===== src/rtl/mult_add_seq.sv =====
// Sequential shift-and-add multiply-accumulate: p = q*b + r, one multiplier bit per clock.
// Rebuilds a dividend from quotient/divisor/remainder; with r = 0 it is a plain unsigned multiplier.
module mult_add_seq #(
  parameter int unsigned WIDTH = 16
) (
  input  logic               clk,
  input  logic               rst,
  input  logic               start,
  input  logic [WIDTH-1:0]   q,
  input  logic [WIDTH-1:0]   b,
  input  logic [WIDTH-1:0]   r,
  output logic [2*WIDTH-1:0] p,
  output logic               ovf,
  output logic               rem_err,
  output logic               busy,
  output logic               done
);

  localparam int unsigned PW = 2 * WIDTH;
  localparam int unsigned CW = $clog2(WIDTH + 1);

  typedef enum logic [1:0] {
    IDLE = 2'd0,
    RUN  = 2'd1,
    DONE = 2'd2
  } state_e;

  state_e          state_q, state_d;
  logic [CW-1:0]   count_q, count_d;
  logic [PW-1:0]   mcand_q, mcand_d;
  logic [WIDTH-1:0] mplier_q, mplier_d;
  logic [PW-1:0]   acc_q, acc_d;
  logic [PW-1:0]   p_q, p_d;
  logic            ovf_q, ovf_d;
  logic            rem_err_q, rem_err_d;
  logic            busy_q, busy_d;
  logic            done_q, done_d;
  logic [PW-1:0]   acc_sum;

  // Conditional add of the shifted multiplicand for the current multiplier bit; cannot carry out.
  assign acc_sum = mplier_q[0] ? (acc_q + mcand_q) : acc_q;

  // Next-state and datapath update.
  always_comb begin
    state_d   = state_q;
    count_d   = count_q;
    mcand_d   = mcand_q;
    mplier_d  = mplier_q;
    acc_d     = acc_q;
    p_d       = p_q;
    ovf_d     = ovf_q;
    rem_err_d = rem_err_q;
    busy_d    = busy_q;
    done_d    = 1'b0;

    case (state_q)
      IDLE: begin
        if (start) begin
          mcand_d   = {{WIDTH{1'b0}}, b};
          mplier_d  = q;
          acc_d     = {{WIDTH{1'b0}}, r};
          count_d   = CW'(WIDTH);
          rem_err_d = (r >= b);
          busy_d    = 1'b1;
          state_d   = RUN;
        end
      end
      RUN: begin
        acc_d    = acc_sum;
        mcand_d  = mcand_q << 1;
        mplier_d = mplier_q >> 1;
        count_d  = count_q - CW'(1);
        if (count_q == CW'(1)) begin
          p_d     = acc_sum;
          ovf_d   = |acc_sum[PW-1:WIDTH];
          done_d  = 1'b1;
          state_d = DONE;
        end
      end
      DONE: begin
        busy_d  = 1'b0;
        state_d = IDLE;
      end
      default: begin
        busy_d  = 1'b0;
        state_d = IDLE;
      end
    endcase
  end

  // State and datapath registers; reset clears everything, including a result in flight.
  always_ff @(posedge clk or negedge rst) begin
    if (!rst) begin
      state_q   <= IDLE;
      count_q   <= '0;
      mcand_q   <= '0;
      mplier_q  <= '0;
      acc_q     <= '0;
      p_q       <= '0;
      ovf_q     <= 1'b0;
      rem_err_q <= 1'b0;
      busy_q    <= 1'b0;
      done_q    <= 1'b0;
    end else begin
      state_q   <= state_d;
      count_q   <= count_d;
      mcand_q   <= mcand_d;
      mplier_q  <= mplier_d;
      acc_q     <= acc_d;
      p_q       <= p_d;
      ovf_q     <= ovf_d;
      rem_err_q <= rem_err_d;
      busy_q    <= busy_d;
      done_q    <= done_d;
    end
  end

  assign p       = p_q;
  assign ovf     = ovf_q;
  assign rem_err = rem_err_q;
  assign busy    = busy_q;
  assign done    = done_q;

endmodule


===== config.mk =====
export PLATFORM = sky130hd
export DESIGN_NAME = mult_add_seq
export DESIGN_NICKNAME = d
export VERILOG_FILES = /design/src/rtl/mult_add_seq.sv
export SDC_FILE = /design/constraint.sdc
export NUM_CORES = 1
export LEC_CHECK = 0
export CORE_MARGIN = 1
export CORE_UTILIZATION = 57
export DETAILED_ROUTE_END_ITERATION = 8
export GPL_ROUTABILITY_DRIVEN = 1
export PLACE_DENSITY = 0.8
export RECOVER_POWER = 50
export REMOVE_ABC_BUFFERS = 1
export SLEW_MARGIN = 20
export SYNTH_ARGS = -nofsm -noshare
export SYNTH_HDL_FRONTEND = slang
export SYNTH_SLANG_ARGS = --single-unit
export TNS_END_PERCENT = 30

===== constraint.sdc =====
create_clock -name clk -period 3.6 [get_ports clk]
set_input_delay 1.08 -clock clk [delete_from_list [all_inputs] [get_ports clk]]
set_output_delay 1.08 -clock clk [all_outputs]
set_load 0.01 [all_outputs]

==> key figures, run 1 <==
Status
  – Status: finished, final reports clean

Synth
  – Unique cell type count in the Yosys netlist: 67
  – Mapped Area: 7401 um^2
  – Number of synthesized flops with an enable pin: 0
  – YS warnings: 0
  – Post-synthesis sequential area ratio: 0.4159
  – Post-synthesis instance total: around 800
  – Ys flop type: dfrtp_1
  – Async SR Flop Fraction: 1.000
  – Number of synthesized register bits: between 100 and 150
  – Avg Synthesized Cell Area: approximately 9 um^2

Timing
  – Final-report max-slew violation count: 0
  – RSZ-0062 raised after global routing: no
  – Least-Margin Pin Slew: about 1400 ps
  – Tcrit/Tclk final: 0.9545
  – Setup TNS: 0 ps
  – Skew final: approximately 9.9 ps
  – Max Freq: between 200 and 300 MHz
  – Hold Violations, Final: 0
  – Worst slew margin: 0.06767
  – Endpoints failing setup: 0
  – Minimum clock period: approximately 3400 ps
  – WHS: approximately 480 ps

Final layout
  – Finished Layout Cells: between 1000 and 1500
  – Area delta synth->final: 21.74%
  – Share of layout cells above drive strength 1: 0.07848
  – # diodes: 0
  – Final net count: 980

Critical path
  – Setup CP Type: flop to flop
  – RR Startpoint: mcand_q[0]
  – Reg2reg setup slack: approximately 160 ps
  – Bufs and invs on worst path: 0
  – Endpoint type of the worst setup path: flop
  – Cells along the critical path: ha_1 -> fa_1 -> a21o_1 -> a31o_4 -> a2111oi_4 -> o21ai_2 -> a21oi_1 -> o21ai_1 -> xor2_1 -> mux2i_4 -> nand4_1 -> o32a_1
  – R2R Path End: ovf
  – Arrival @ worst endpoint: approximately 3700 ps
  – Crit-path max FO: 3
  – Critical path startpoint category: flop
  – R2R cell count: 12
  – CP max stage delay: just over 400 ps
  – CP Data Required Time: 3900 ps
  – Delay-heaviest family, CP: compound AO/OA/AOI/OAI gates
  – Crit path max-delay cell type: fa_1

Place
  – DP Wirelength: roughly 14000 um
  – Placer congestion estimate: 0.9636
  – IO Port Bufs: 86
  – Count of placed standard cells including taps: ~1000

Detailed routing
  – Vias after detailed routing: approximately 6400
  – DRT antenna net count: 0
  – WL/cell: between 15 and 20 um
  – Via-to-Cell Ratio: between 6 and 7
  – Max layer used: met4
  – Drt first pass iters: 5
  – Met1 WL: roughly 8400 um
  – Final wirelength: roughly 20000 um
  – Drt drc: 0
  – WL met3: about 970 um
  – Iteration-0 DRC Markers: 347
  – Met2 routed WL: a little under 10000 um

Power
  – Peak supply drop: between 600 and 700 uV
  – Pwr Density: ~900 nW/um^2
  – LEAKAGE: around 0.0041 uW

Flow run
  – Max Cap Violations: 0

CTS
  – Clock Path Buffers: 2
  – Hold-fix buffers, CTS: 0
  – Clk sinks: 123
  – Root Driver: clkbuf_16
  – H-tree depth: 4
  – Worst skew pair latency: 420 ps
  – Worst-path clk slew: 60 ps
  – Post-CTS Setup Inserts: 0
  – CTS tree: yes
  – Post_cts resized: 0
  – CTS Buf Count: 17

Global routing
  – GRT Overall Usage: 0.3125
  – Pin count of the biggest net entering global routing: 64
  – Grt ovf: 0
  – Initial antenna violation count: 0
  – Vias in the first global route: 6610
  – First-pass GRT wire length: 32200 um

Min path
  – End of the worst hold path: p[21]
  – Hold Path Stages: 2
  – Hold path startpoint: p[21]
  – Tightest Hold Check Type: flop to flop

Floorplan
  – Die width: 115.9 um
  – Die height: between 100 and 150 um
  – Core area: 12620 um^2
  – Row cnt: between 40 and 50
  – Starting Density: 0.5865
  – Boundary Pins: 87
  – Die area: approximately 13000 um^2
final cells by class:
cell class	instances	area, um^2
Timing Repair Buffer	106	982.2
Clock buffer	20	446.7
Clock inverter	12	147.6
Sequential cell	123	3078
Inverter	28	105.1
Multi-Input combinational cell	603	4035
Fill cell	1042	3610
Tap cell	172	215.2
power breakdown:
part | internal (uW) | switching [uW] | total [uW]
logic | 1700 | 2360 | 4060
registers | 1960 | 440 | 2400
clock network | 1100 | 625 | 1730
synthesized netlist by cell type, types with 13 or more instances:
master	n	area (um^2)
nand2_1	127	476.7
dfrtp_1	123	3078
o21ai_0	100	500.5
ha_1	49	613.1
a21oi_1	44	220.2
a22oi_1	44	330.3
clkbuf_1	37	138.9
nor2_1	33	123.9
inv_1	28	105.1
a22o_1	21	183.9
mux2i_1	17	170.2
xnor2_1	17	148.9
a21o_1	13	97.59
layout by cell type (no fill, tap or decap), types with 9 or more instances in the layout:
cell type        netlist  layout
xor2_1                 9       9
a22o_1                21      21
a22oi_1               44      44
inv_1                 28      28
a21oi_1               44      44
dfrtp_1              123     123
clkdlybuf4s50_1        0      84
nor2_1                33      33
clkbuf_16              0      17
nor2b_1               10      10
o21ai_0              100     100
mux2i_1               17      17
xnor2_1               17      17
a21o_1                13      13
buf_4                  0      13
nand2_1              127     127
ha_1                  49      49
state kept, by name, indices dropped and copies added, names as in the netlist:
register,count
state_q,2
rem_err,1
count_q,5
busy,1
acc_q,32
done,1
mcand_q,32
mplier_q,16
ovf,1
p,32
cell families after synthesis:
group           share of synthesized area
compound gates                     0.2622
simple gates                       0.1280
flops                              0.4159
buf+inv                           0.03939
fa+ha+maj                         0.08555
xor+xnor                          0.03077
mux                               0.03821
tightest hold or removal path: stages, from the launching register on:
cell	delay [ps]
dfrtp_1	340
nand2_1	40
o21ai_0	60
per-layer routing:
layer,GRT usage,vias up
li1,-,3059
met1,0.3767,3174
met2,0.5361,180
met3,0.06381,35
met4,0.1462,0
met5,0,-
per-stage QoR:
| step | util | total power [uW] | area (um^2) | setup slack [ps] |
|---|---|---|---|---|
| after floorplan | - | 5042 | 7214 | -739.6 |
| after global placement | 0.6717 | 6337 | 8477 | 222.3 |
| after detailed placement | 0.6717 | 6435 | 8477 | 198.2 |
| after CTS | 0.7188 | 8218 | 9071 | 211.2 |
| after global routing | 0.7140 | 8774 | 9010 | 10.21 |
| final | 0.7140 | 8185 | 9010 | 163.7 |
worst max path at each step:
stage / startpoint / to / slack [ps] / depth (start not counted)
floorplan: start / acc_q[10] / -740 / 3
global placement: r[0] / rem_err / 220 / 13
detailed placement: r[0] / rem_err / 200 / 13
CTS: mcand_q[0] / ovf / 210 / 12
global route: mcand_q[0] / ovf / 10 / 12
finish: mcand_q[0] / ovf / 160 / 12
Note: power is estimated with default switching activity, not from simulation.
==> run 2: changes to the inputs <==
--- a/config.mk
+++ b/config.mk
@@ -7,6 +7,7 @@
 export LEC_CHECK = 0
 export CORE_MARGIN = 1
 export CORE_UTILIZATION = 57
+export CTS_CLUSTER_SIZE = 24
 export DETAILED_ROUTE_END_ITERATION = 8
 export GPL_ROUTABILITY_DRIVEN = 1
 export PLACE_DENSITY = 0.8
==> constraint.sdc (replaced) <==
create_clock -name clk -period 3.6 [get_ports clk]
set_input_delay 1.08 -clock clk [delete_from_list [all_inputs] [get_ports clk]]
set_output_delay 1.08 -clock clk [all_outputs]
set_load 0.05 [all_outputs]
==> results of run 2 <==
The final DEF is identical to that of run 1. Status: finished, final reports clean.
Among the figures that moved: total power 8185 uW -> 8703 uW; worst IR drop on VDD 616.5 uV -> 616.6 uV
